**src/rtl/fp_divider.sv**
```systemverilog
// fp_divider -- binary32 divider, restoring long division, truncating result.
// Special operands resolve in one step; finite operands take 25 division
// cycles plus one normalisation cycle. Subnormal operands are read as zero.

// add_33bits -- plain ripple-carry adder used for the trial subtraction.
module add_33bits (
   input  logic [32:0] a,
   input  logic [32:0] b,
   input  logic        cin,
   output logic [32:0] sum,
   output logic        cout
);

   // Ripple the carry bit by bit from the LSB.
   always_comb begin
      logic carry;
      carry = cin;
      sum   = '0;
      for (int i = 0; i < 33; i++) begin
         sum[i] = a[i] ^ b[i] ^ carry;
         carry  = (a[i] & b[i]) | (carry & (a[i] ^ b[i]));
      end
      cout = carry;
   end

endmodule

module fp_divider (
   input  logic        i_clk,
   input  logic        i_rst,
   input  logic        i_start,
   input  logic [31:0] i_data_one,
   input  logic [31:0] i_data_two,
   output logic [31:0] o_data,
   output logic        o_done,
   output logic        o_busy,
   output logic        o_invalid,
   output logic        o_div_zero,
   output logic        o_overflow,
   output logic        o_underflow
);

   // state  | meaning
   // IDLE   | waiting for i_start, operands decoded combinationally
   // CALC   | 25 restoring-division steps, one quotient bit per cycle
   // NORM   | normalise quotient, apply exponent bias, range check
   // DONE   | publish result and flags, pulse o_done, back to IDLE
   localparam logic [1:0] S_IDLE = 2'd0;
   localparam logic [1:0] S_CALC = 2'd1;
   localparam logic [1:0] S_NORM = 2'd2;
   localparam logic [1:0] S_DONE = 2'd3;

   logic [1:0]        state;
   logic [4:0]        cnt;
   logic [24:0]       rem;
   logic [24:0]       quo;
   logic [23:0]       mb_r;
   logic              sign_r;
   logic signed [9:0] exp_diff;
   logic [31:0]       res_data;
   logic [3:0]        res_flags;   // {invalid, div_zero, overflow, underflow}

   // operand decode
   logic       sa, sb, sign_n;
   logic [7:0] ea, eb;
   logic [22:0] fa, fb;
   logic       a_zero, b_zero, a_inf, b_inf, a_nan, b_nan;
   logic       special;
   logic [31:0] sp_data;
   logic [3:0]  sp_flags;

   assign sa = i_data_one[31];
   assign sb = i_data_two[31];
   assign ea = i_data_one[30:23];
   assign eb = i_data_two[30:23];
   assign fa = i_data_one[22:0];
   assign fb = i_data_two[22:0];
   assign sign_n = sa ^ sb;
   assign a_zero = (ea == 8'd0);
   assign b_zero = (eb == 8'd0);
   assign a_inf  = (ea == 8'hFF) && (fa == 23'd0);
   assign b_inf  = (eb == 8'hFF) && (fb == 23'd0);
   assign a_nan  = (ea == 8'hFF) && (fa != 23'd0);
   assign b_nan  = (eb == 8'hFF) && (fb != 23'd0);

   // Special-case result selection in priority order.
   always_comb begin
      special  = 1'b1;
      sp_data  = 32'd0;
      sp_flags = 4'b0000;
      if (a_nan || b_nan || (a_zero && b_zero) || (a_inf && b_inf)) begin
         sp_data  = 32'h7FC0_0000;
         sp_flags = 4'b1000;
      end else if (b_zero && !a_zero && !a_inf) begin
         sp_data  = {sign_n, 8'hFF, 23'd0};
         sp_flags = 4'b0100;
      end else if (a_inf) begin
         sp_data  = {sign_n, 8'hFF, 23'd0};
      end else if (b_inf || a_zero) begin
         sp_data  = {sign_n, 31'd0};
      end else begin
         special  = 1'b0;
      end
   end

   // trial subtraction R - mb; carry-out set means R >= mb
   logic [32:0] sub_sum;
   logic        sub_ge;
   logic        unused_sum_hi;

   add_33bits u_sub (
      .a    ({8'd0, rem}),
      .b    (~{9'd0, mb_r}),
      .cin  (1'b1),
      .sum  (sub_sum),
      .cout (sub_ge)
   );

   assign unused_sum_hi = ^sub_sum[32:24];

   // Normalisation: quotient lies in [2^23, 2^25), pick the leading bit.
   logic signed [9:0] exp_n;
   logic [22:0]       frac_n;
   logic [31:0]       norm_data;
   logic [3:0]        norm_flags;

   always_comb begin
      exp_n      = exp_diff + (quo[24] ? 10'sd127 : 10'sd126);
      frac_n     = quo[24] ? quo[23:1] : quo[22:0];
      norm_data  = {sign_r, exp_n[7:0], frac_n};
      norm_flags = 4'b0000;
      if (exp_n >= 10'sd255) begin
         norm_data  = {sign_r, 8'hFF, 23'd0};
         norm_flags = 4'b0010;
      end else if (exp_n <= 10'sd0) begin
         norm_data  = {sign_r, 31'd0};
         norm_flags = 4'b0001;
      end
   end

   assign o_busy = (state == S_CALC) || (state == S_NORM);

   // Controller, datapath and output registers.
   always_ff @(posedge i_clk or posedge i_rst) begin
      if (i_rst) begin
         state       <= S_IDLE;
         cnt         <= '0;
         rem         <= '0;
         quo         <= '0;
         mb_r        <= '0;
         sign_r      <= 1'b0;
         exp_diff    <= '0;
         res_data    <= '0;
         res_flags   <= '0;
         o_data      <= '0;
         o_done      <= 1'b0;
         o_invalid   <= 1'b0;
         o_div_zero  <= 1'b0;
         o_overflow  <= 1'b0;
         o_underflow <= 1'b0;
      end else begin
         o_done <= 1'b0;
         case (state)
            S_IDLE: begin
               if (i_start) begin
                  o_invalid   <= 1'b0;
                  o_div_zero  <= 1'b0;
                  o_overflow  <= 1'b0;
                  o_underflow <= 1'b0;
                  sign_r      <= sign_n;
                  exp_diff    <= $signed({2'b00, ea}) - $signed({2'b00, eb});
                  mb_r        <= {1'b1, fb};
                  rem         <= {2'b01, fa};
                  quo         <= '0;
                  cnt         <= 5'd24;
                  if (special) begin
                     res_data  <= sp_data;
                     res_flags <= sp_flags;
                     state     <= S_DONE;
                  end else begin
                     state     <= S_CALC;
                  end
               end
            end
            S_CALC: begin
               quo <= {quo[23:0], sub_ge};
               rem <= sub_ge ? {sub_sum[23:0], 1'b0} : {rem[23:0], 1'b0};
               if (cnt == 5'd0) state <= S_NORM;
               else             cnt   <= cnt - 5'd1;
            end
            S_NORM: begin
               res_data  <= norm_data;
               res_flags <= norm_flags;
               state     <= S_DONE;
            end
            default: begin
               o_data      <= res_data;
               o_invalid   <= res_flags[3];
               o_div_zero  <= res_flags[2];
               o_overflow  <= res_flags[1];
               o_underflow <= res_flags[0];
               o_done      <= 1'b1;
               state       <= S_IDLE;
            end
         endcase
      end
   end

endmodule

```
**config.mk**
```make
export PLATFORM = sky130hd
export DESIGN_NAME = fp_divider
export DESIGN_NICKNAME = d
export VERILOG_FILES = /design/src/rtl/fp_divider.sv
export SDC_FILE = /design/constraint.sdc
export NUM_CORES = 1
export LEC_CHECK = 0
export ABC_AREA = 1
export BUFFER_PORTS_ARGS = -buffer_cell sky130_fd_sc_hd__buf_2
export CAP_MARGIN = 20
export CORE_ASPECT_RATIO = 0.7
export CORE_MARGIN = 10
export CORE_UTILIZATION = 40
export DETAILED_ROUTE_END_ITERATION = 12
export PLACE_DENSITY = 0.63
export SLEW_MARGIN = 5
export SYNTH_ARGS = -nofsm -noshare
export SYNTH_HDL_FRONTEND = slang
export SYNTH_SLANG_ARGS = --single-unit
```
**constraint.sdc**
```tcl
create_clock -name i_clk -period 9.15 [get_ports i_clk]
set_input_delay 1.83 -clock i_clk [delete_from_list [all_inputs] [get_ports i_clk]]
set_output_delay 1.83 -clock i_clk [all_outputs]
set_load 0.005 [all_outputs]
```
Word-level counts from Yosys, hierarchy flattened
Index checks and enable logic that the tools add are counted.
{"block": "op_classes", "reduce_logical": 33, "bitwise": 134, "add_sub_neg": 3, "eq_ne": 8, "muxes": 40, "order_cmp": 2}
{"cell": "32-bit two-way mux", "n": 6}
{"cell": "25-bit one-hot mux with 2 select lines", "n": 2}
{"cell": "25-bit two-way mux", "n": 3}
{"cell": "32-bit one-hot mux with 2 select lines", "n": 1}
{"cell": "31-bit two-way mux", "n": 2}
{"cell": "1-bit bitwise AND", "n": 57}
{"cell": "1-bit XOR", "n": 49}
{"cell": "23-bit logical NOT", "n": 2}
{"cell": "23-bit nonzero test", "n": 2}
{"cell": "24-bit inverter with 33-bit output", "n": 1}
{"cell": "1-bit OR", "n": 25}
{"cell": "23-bit two-way mux", "n": 1}
{"cell": "8-bit equality test, second input constant", "n": 2}
{"cell": "8-bit logical NOT", "n": 2}
{"cell": "4-bit two-way mux", "n": 3}
{"cell": "10-bit by 8-bit adder with 10-bit output", "n": 1}
{"cell": "10-bit by 9-bit >= comparator with 1-bit output, second input constant", "n": 1}
{"cell": "10-bit by 1-bit <= comparator with 1-bit output, second input constant", "n": 1}
{"cell": "5-bit two-way mux", "n": 2}
{"cell": "5-bit one-hot mux with 2 select lines", "n": 1}
{"cell": "8-bit by 8-bit subtractor with 9-bit output", "n": 1}
{"cell": "1-bit logical AND", "n": 8}
{"cell": "1-bit two-way mux", "n": 8}
{"cell": "2-bit two-way mux", "n": 4}
{"cell": "other kinds (19)", "n": 35}
{"block": "word_totals", "output_inout_bits": 38, "wordCells": 235, "regBits": 165}

Logic depth before layout (Yosys ltp)
Gate-level depths: netlist of run 1.
{"block": "depth", "word_depth": 61, "ltp_mapped": 32, "mapped_depth_nobuf": 31}

Hierarchy
From an unflattened synthesis of run 1, not the netlist that was laid out.
{"block": "hier_totals", "cells_unflattened": 1119, "hier_area_um2": 9051.2}
{"mod": "fp_divider", "cells_per_inst": 1076, "area_each_um2": 8353.0, "n_inst": 1, "seq_area_each_um2": 4103.9}
{"mod": "add_33bits", "cells_per_inst": 43, "area_each_um2": 698.2, "n_inst": 1, "seq_area_each_um2": 0.0}

Worst setup path before layout of run 1
No wires, ideal clock.
{"block": "synth_path", "kind": "register to register", "from": "register rem[0]", "to": "register rem[19]", "t_required_ps": 9011, "n_path_buf": 1, "setup_ps": 139, "slack_ps": -354, "arrival_time_ps": 9365, "path_stages_with_launch": 33, "path_cell_list": "dfrtp_1 > inv_1 > ha_1 > fa_1 > fa_1 > fa_1 > fa_1 > fa_1 > fa_1 > fa_1 > fa_1 > fa_1 > fa_1 > fa_1 > fa_1 > fa_1 > fa_1 > fa_1 > fa_1 > fa_1 > fa_1 > fa_1 > fa_1 > inv_1 > fa_1 > fa_1 > fa_1 > nor2_1 > clkinv_1 > clkbuf_1 > a21oi_1 > o21ai_0 > a22oi_1"}
{"block": "synth_via", "elab_chain_len": 60}
{"element": "from (decl)", "line": "55", "text": "logic [24:0] rem;"}
{"element": "from (signal assigned)", "line": "173", "text": "rem <= {2'b01, fa};"}
{"element": "from (signal assigned)", "line": "187", "text": "rem <= sub_ge ? {sub_sum[23:0], 1'b0} : {rem[23:0], 1'b0};"}
{"element": "1-bit bitwise AND or 1-bit XOR (tied branches)", "line": "21", "text": "carry = (a[i] & b[i]) | (carry & (a[i] ^ b[i]));"}
{"element": "1-bit OR (*)", "line": "21"}
{"element": "1-bit bitwise AND (*)", "line": "21"}
{"element": "1-bit OR (*)", "line": "21"}
{"element": "1-bit bitwise AND (*)", "line": "21"}
{"element": "1-bit OR (*)", "line": "21"}
{"element": "1-bit bitwise AND (*)", "line": "21"}
{"element": "1-bit OR (*)", "line": "21"}
{"element": "[37 not listed]"}
{"element": "1-bit OR", "line": "21"}
{"element": "1-bit bitwise AND", "line": "21"}
{"element": "1-bit OR", "line": "21"}
{"element": "1-bit bitwise AND", "line": "21"}
{"element": "1-bit OR", "line": "21"}
{"element": "1-bit bitwise AND (8 in a row)", "line": "21"}
{"element": "25-bit two-way mux (*)", "line": "187"}
{"element": "25-bit one-hot mux with 2 select lines (*)", "line": "163", "text": "case (state)"}
Mark *: on every way between the ends. The rest lies on a longest branch, timed or not.
A chain may end at the register's enable or synchronous reset.

Worst setup path in the final report of run 1
{"block": "layout_path", "from": "register mb_r[0]", "to": "register rem[22]"}
{"block": "layout_via", "elab_chain_len": 61}
{"element": "from (decl)", "line": "57", "text": "logic [23:0] mb_r;"}
{"element": "from (signal assigned)", "line": "172", "text": "mb_r <= {1'b1, fb};"}
{"element": "24-bit inverter with 33-bit output (*)", "line": "113", "text": ".b (~{9'd0, mb_r}),"}
{"element": "1-bit bitwise AND or 1-bit XOR (tied branches)", "line": "21"}
{"element": "1-bit OR (*)", "line": "21"}
{"element": "1-bit bitwise AND (*)", "line": "21"}
{"element": "1-bit OR (*)", "line": "21"}
{"element": "1-bit bitwise AND (*)", "line": "21"}
{"element": "1-bit OR (*)", "line": "21"}
{"element": "1-bit bitwise AND (*)", "line": "21"}
{"element": "[38 not listed]"}
{"element": "1-bit OR", "line": "21"}
{"element": "1-bit bitwise AND", "line": "21"}
{"element": "1-bit OR", "line": "21"}
{"element": "1-bit bitwise AND", "line": "21"}
{"element": "1-bit OR", "line": "21"}
{"element": "1-bit bitwise AND (8 in a row)", "line": "21"}
{"element": "25-bit two-way mux (*)", "line": "187"}
{"element": "25-bit one-hot mux with 2 select lines (*)", "line": "163"}
Marks and branches as above.

==> flow_summary.ini, run 1 <==
[hold_path]
worstHoldPathCells = 2
hold_path.class = flop to flop
holdCritStartpoint = o_data[12]

[place]
setup_slack_placement_ns = -0.410
total_of_buffers_placed_on_input_and_output_ports = 104
place.gp.congestion = 0.852
post-dp-hpwl_um = 15900
dp_cells = 1454

[logic_synthesis]
synth.avg_cell_area_sq_um = 7.97
yosys_warnings = 0
synth.lib_cells_used.distinct = 39
synth_top_area_frac = 0.462
cell_taking_the_most_area_after_synthesis = dfrtp_1
synth_fp_nets = 1221
post_synth_inst_count = 1113
ys_seq_area_frac = 0.462
ys_ff_latch = 164
synth.area.top_cells = dfrtp_1 (46%), nand2_1 (13%), nand3_1 (6.5%)
area_of_the_mapped_netlist_sq_um = 8870

[sta]
ratio_of_final_minimum_period_to_clock_period = 0.976
fmax_mhz = 112
finalMaxSlewViolations = 0
hold_viol_final = 0
rsz0062_at_grt = no
post-route-min-period_ns = 8.93
final.setup.worst_slack_ns = 0.216
setup-violations-final = 0
relSlewSlack = 0.264
fin_skew_ns = 0.0157
worst_pin_slew_ns = 1.10

[clocking]
path_clk_slew_ns = 0.08
cts_htree_levels = 4
cts_root_buf = clkbuf_16
clock_sinks = 164
cts_tree = done
cts_inserted_buffers = 17
cts.hold.buffers_added = 0
cts_buffer_depth = 2
clkLatencyLatePin_ns = 0.44

[floorplan]
initial_utilization = 0.408
dieHeight_um = 145
fp.dieArea_sq_um = 28600
die_w_um = 198
num_rows = 45
io_pins = 105
coreArea_sq_um = 21700

[cells_and_area]
share_of_post_route_cells_with_drive_strength_above_1 = 0.168
finalNonFillerCells = 1490
area_growth_syn_to_layout_pct = 17.0
antennaDiodeCount = 0
layout_commonest_cell = nand2_1
nNetsFinal = 1303
final_cell_mix = nand2_1 (314), dfrtp_1 (164), nand3_1 (115)
fillers = 2184
final_core_area_utilization = 0.478

[worst_setup_path]
worst_r2r_path_cells = 30
reg2reg_slack_ns = 0.22
worst_r2r_endpoint = rem[22]
timing.critical_path.slowest_cell_delay_ns = 0.42
crit_required_ns = 9.50
critical_path.startpoint = mb_r[0]
worst_r2r_startpoint = mb_r[0]
critPathCapture = rem[22]
critical-path-slowest-cell = dfrtp_1
critPathMostFrequentCell = fa_2
worst-path-max-fanout = 5
timing_worst_setup_path_type = flop to flop
critical_path.endpoint_type = flop
timing.critical_path.arrival_ns = 9.29
worstSetupStartpointType = flop

[status]
run_status = complete, no violations

[global_route]
antenna_found_initial = 0
grt_use_total = 0.169
use_met1 = 0.256
first_global_vias = 7469
grt_pass1_wl_um = 39300
grt_peak_use_layer = met1
grt_remaining_overflow = 0
grt.met2_usage = 0.231
grt_max_degree = 87
globalRouteMet3Util = 0.0425

[routing]
postRouteWirelength_um = 23400
detail_route.first_pass.iterations = 6
detailedRoute.firstIterationViolations = 793
drt-wirelength-per-cell_um = 15.7
detailroute.via_count = 7719
via_per_inst = 5.18
antenna_left = 0
number_of_remaining_drc_errors = 0

[pwr]
p_leak_nw = 5.28
finalPower_mw = 3.36
max-vdd-ir-drop_v = 0.000180
power.density_nw_per_um2 = 324

[flow_run]
max_cap_violations = 0
flip-flops by register name (all words and copies together), names as in the netlist, 2 cells and up:
name,cells
state,2
res_data,32
rem,25
quo,25
exp_diff,9
res_flags,4
cnt,5
mb_r,24
o_data,32
through the flow:
stage                     hold WS (ns)  cell area [sq um]  TNS (ns)
after global routing             0.491              10400         0
final                            0.470              10400         0
after detailed placement         0.453               9620     -9.11
after CTS                        0.471              10300         0
after floorplan                  0.442               8910         0
after global placement           0.449               9620     -6.99
cells by family (layout without fill, tap and decap cells):
logic type / count (synthesis) / after routing / synth area share
flip-flops: 164 / 164 / 0.462
XOR/XNOR: 3 / 3 / 0.00296
adder cells (fa/ha/maj): 41 / 41 / 0.0781
AO/OA/AOI/OAI: 189 / 189 / 0.120
buffers and inverters: 161 / 256 / 0.0736
AND/OR/NAND/NOR: 555 / 555 / 0.263
cell type report:
cell class / instances / area [sq um] / share of cell area
multi-input cells: 788 / 4200 / 0.404
flip-flops and latches: 164 / 4100 / 0.395
repair buffers: 120 / 743 / 0.0716
clock buffers: 17 / 425 / 0.0410
inverters: 104 / 403 / 0.0388
well taps: 282 / 353 / 0.0340
clock inverters: 15 / 158 / 0.0152
cell usage after synthesis (all sizes together):
library cell	n
buf	18
nor3	4
or2	2
o221ai	1
o31ai	1
inv	102
a21oi	56
clkbuf	39
ha	17
clkinv	2
o22ai	28
nor4	1
nand2	321
nand3	116
o21ai	78
and2	2
a31oi	2
nand4	10
nor2	95
xor2	1
a21boi	1
a22oi	21
a211oi	1
xnor2	2
nand3b	4
fa	24
dfrtp	164
critical path: cells and delay by family, from the launching register on:
| kind | cells | cell delay (ns) |
|---|---|---|
| adder cells (fa/ha/maj) | 24 | 7.71 |
| AND/OR/NAND/NOR | 1 | 0.05 |
| buffers and inverters | 2 | 0.21 |
| AO/OA/AOI/OAI | 3 | 0.41 |
| flip-flops | 1 | 0.42 |
worst min-delay path by stage:
stage,end,slack (ns)
final,o_data[12],0.47
after global routing,o_data[6],0.49
after CTS,o_data[12],0.47
after detailed placement,o_data[4],0.45
after global placement,o_data[3],0.45
after floorplan,mb_r[23],0.44
power by group:
| part | internal, mW | switching [mW] | leakage [nW] |
|---|---|---|---|
| Combinational | 0.577 | 0.958 | 2.86 |
| Clock | 0.365 | 0.349 | 0.286 |
| Sequential | 0.953 | 0.162 | 2.13 |
| Total | 1.89 | 1.47 | 5.28 |
what timing repair did:
| item | CTS | global route |
|---|---|---|
| gates resized for setup | 13 | 17 |
| buffers inserted | 0 | 0 |
| gates cloned | 1 | 1 |
| setup endpoints to repair | 25 | 24 |
| pin swaps | 1 | 3 |
routing by layer:
layer / wire length [um] / part of all wire / vias to the layer above
li1: - / - / 3805
met1: 12200 / 0.52 / 3694
met2: 9450 / 0.40 / 207
met3: 1550 / 0.066 / 13
met4: 157 / 0.0067 / 0
met5: 0 / 0 / -
Power figures use the tool's default switching activity.
==> run 2: changes to the inputs <==
PLACE_DENSITY = 0.71   (was 0.63)
==> flow_summary.ini, run 2 (synthesized netlist as in run 1, its figures left out) <==
[worst_setup_path]
critical-path-slowest-cell = dfrtp_1
worstSetupStartpointType = flop
crit_required_ns = 9.44
worst-path-max-fanout = 6
timing.critical_path.arrival_ns = 9.28
worst_r2r_path_cells = 31
critPathCapture = rem[19]
worst_r2r_endpoint = rem[19]
critical_path.startpoint = mb_r[0]
timing.critical_path.slowest_cell_delay_ns = 0.41
critPathMostFrequentCell = fa_2
reg2reg_slack_ns = 0.16
critical_path.endpoint_type = flop
timing_worst_setup_path_type = flop to flop
worst_r2r_startpoint = mb_r[0]

[pwr]
p_leak_nw = 5.30
power.density_nw_per_um2 = 327
finalPower_mw = 3.41
max-vdd-ir-drop_v = 0.000169

[floorplan]
coreArea_sq_um = 21700
dieHeight_um = 145
io_pins = 105
fp.dieArea_sq_um = 28600
die_w_um = 198
num_rows = 45
initial_utilization = 0.408

[global_route]
grt_remaining_overflow = 0
antenna_found_initial = 0
first_global_vias = 7298
grt_max_degree = 94
grt_use_total = 0.161
grt_pass1_wl_um = 37500

[status]
run_status = complete, no violations

[clocking]
cts_inserted_buffers = 17
clock_sinks = 164
cts_buffer_depth = 2
path_clk_slew_ns = 0.07
cts_htree_levels = 4
cts_root_buf = clkbuf_16
cts.hold.buffers_added = 0
cts_tree = done
clkLatencyLatePin_ns = 0.43

[sta]
post-route-min-period_ns = 8.99
rsz0062_at_grt = yes
whs_ns = 0.466
hold_viol_final = 0
setup-violations-final = 0
ratio_of_final_minimum_period_to_clock_period = 0.983
finalMaxSlewViolations = 0
final.setup.worst_slack_ns = 0.160
fin_setup_tns_ns = 0
fin_skew_ns = 0.0150
fmax_mhz = 111
relSlewSlack = 0.357
worst_pin_slew_ns = 0.959

[place]
post-dp-hpwl_um = 15800
total_of_buffers_placed_on_input_and_output_ports = 104
dp_cells = 1453
place.gp.congestion = 0.858
setup_slack_placement_ns = -0.459

[cells_and_area]
finalNonFillerCells = 1491
reg_top3 = o_data x32, res_data x32
area_growth_syn_to_layout_pct = 17.3
antennaDiodeCount = 0
final_cell_mix = nand2_1 (314), dfrtp_1 (164), nand3_1 (115)
share_of_post_route_cells_with_drive_strength_above_1 = 0.168
nNetsFinal = 1305
layout_commonest_cell = nand2_1

[routing]
detail_route.first_pass.iterations = 5
via_per_inst = 5.16
antenna_left = 0
postRouteWirelength_um = 22900
detailroute.via_count = 7700
detailedRoute.firstIterationViolations = 626
drt-wirelength-per-cell_um = 15.3
number_of_remaining_drc_errors = 0

[flow_run]
max_cap_violations = 0

[hold_path]
hold_path.class = flop to flop
run 2: per-stage QoR:
step / area (sq um) / utilization
after floorplan: 8910 / -
final: 10400 / 0.479
after CTS: 10200 / 0.471
after detailed placement: 9610 / 0.442
after global placement: 9610 / 0.442
after global routing: 10400 / 0.479
run 2: final cells by class:
type                    instances  area [sq um]
clock buffers                  21           470
clock inverters                10           114
fillers                      2110         11300
inverters                     104           403
multi-input cells             788          4200
flip-flops and latches        164          4100
well taps                     282           353
repair buffers                122           771
run 2: per-layer routing:
metal / vias to the layer above / global-route usage / share of wire / routed length (um)
met3: 22 / 0.0388 / 0.060 / 1370
met1: 3661 / 0.235 / 0.50 / 11500
met2: 217 / 0.233 / 0.43 / 9800
met5: - / 0 / 0 / 0
li1: 3800 / - / - / -
met4: 0 / 0.0419 / 0.010 / 237
run 2: critical path, delay by kind of cell (launching register included):
family          cells  cell delay [ns]
buf+inv             3             0.30
compound gates      3             0.30
simple gates        1             0.06
flops               1             0.41
fa+ha+maj          24             7.77
run 2: power by group:
part | switching [mW] | internal (mW) | total (mW)
Sequential | 0.160 | 0.953 | 1.11
Combinational | 0.971 | 0.605 | 1.58
Clock | 0.313 | 0.403 | 0.716
run 2: worst min path at each step:
stage                     from    endpoint  slack (ns)  cells past startpoint
finish               o_data[0]   o_data[0]        0.47                      2
CTS                  o_data[0]   o_data[0]        0.47                      2
floorplan             mb_r[23]    mb_r[23]        0.44                      2
global route        o_data[18]  o_data[18]        0.49                      2
detailed placement   o_data[0]   o_data[0]        0.45                      2
global placement     o_data[3]   o_data[3]        0.45                      2
run 2: timing repair:
item | 4_1_cts | 5_1_grt
cloned | 0 | 4
pin swaps | 0 | 2
gates resized for setup | 14 | 21
setup endpoints to repair | 25 | 24
setup buffers | 0 | 2
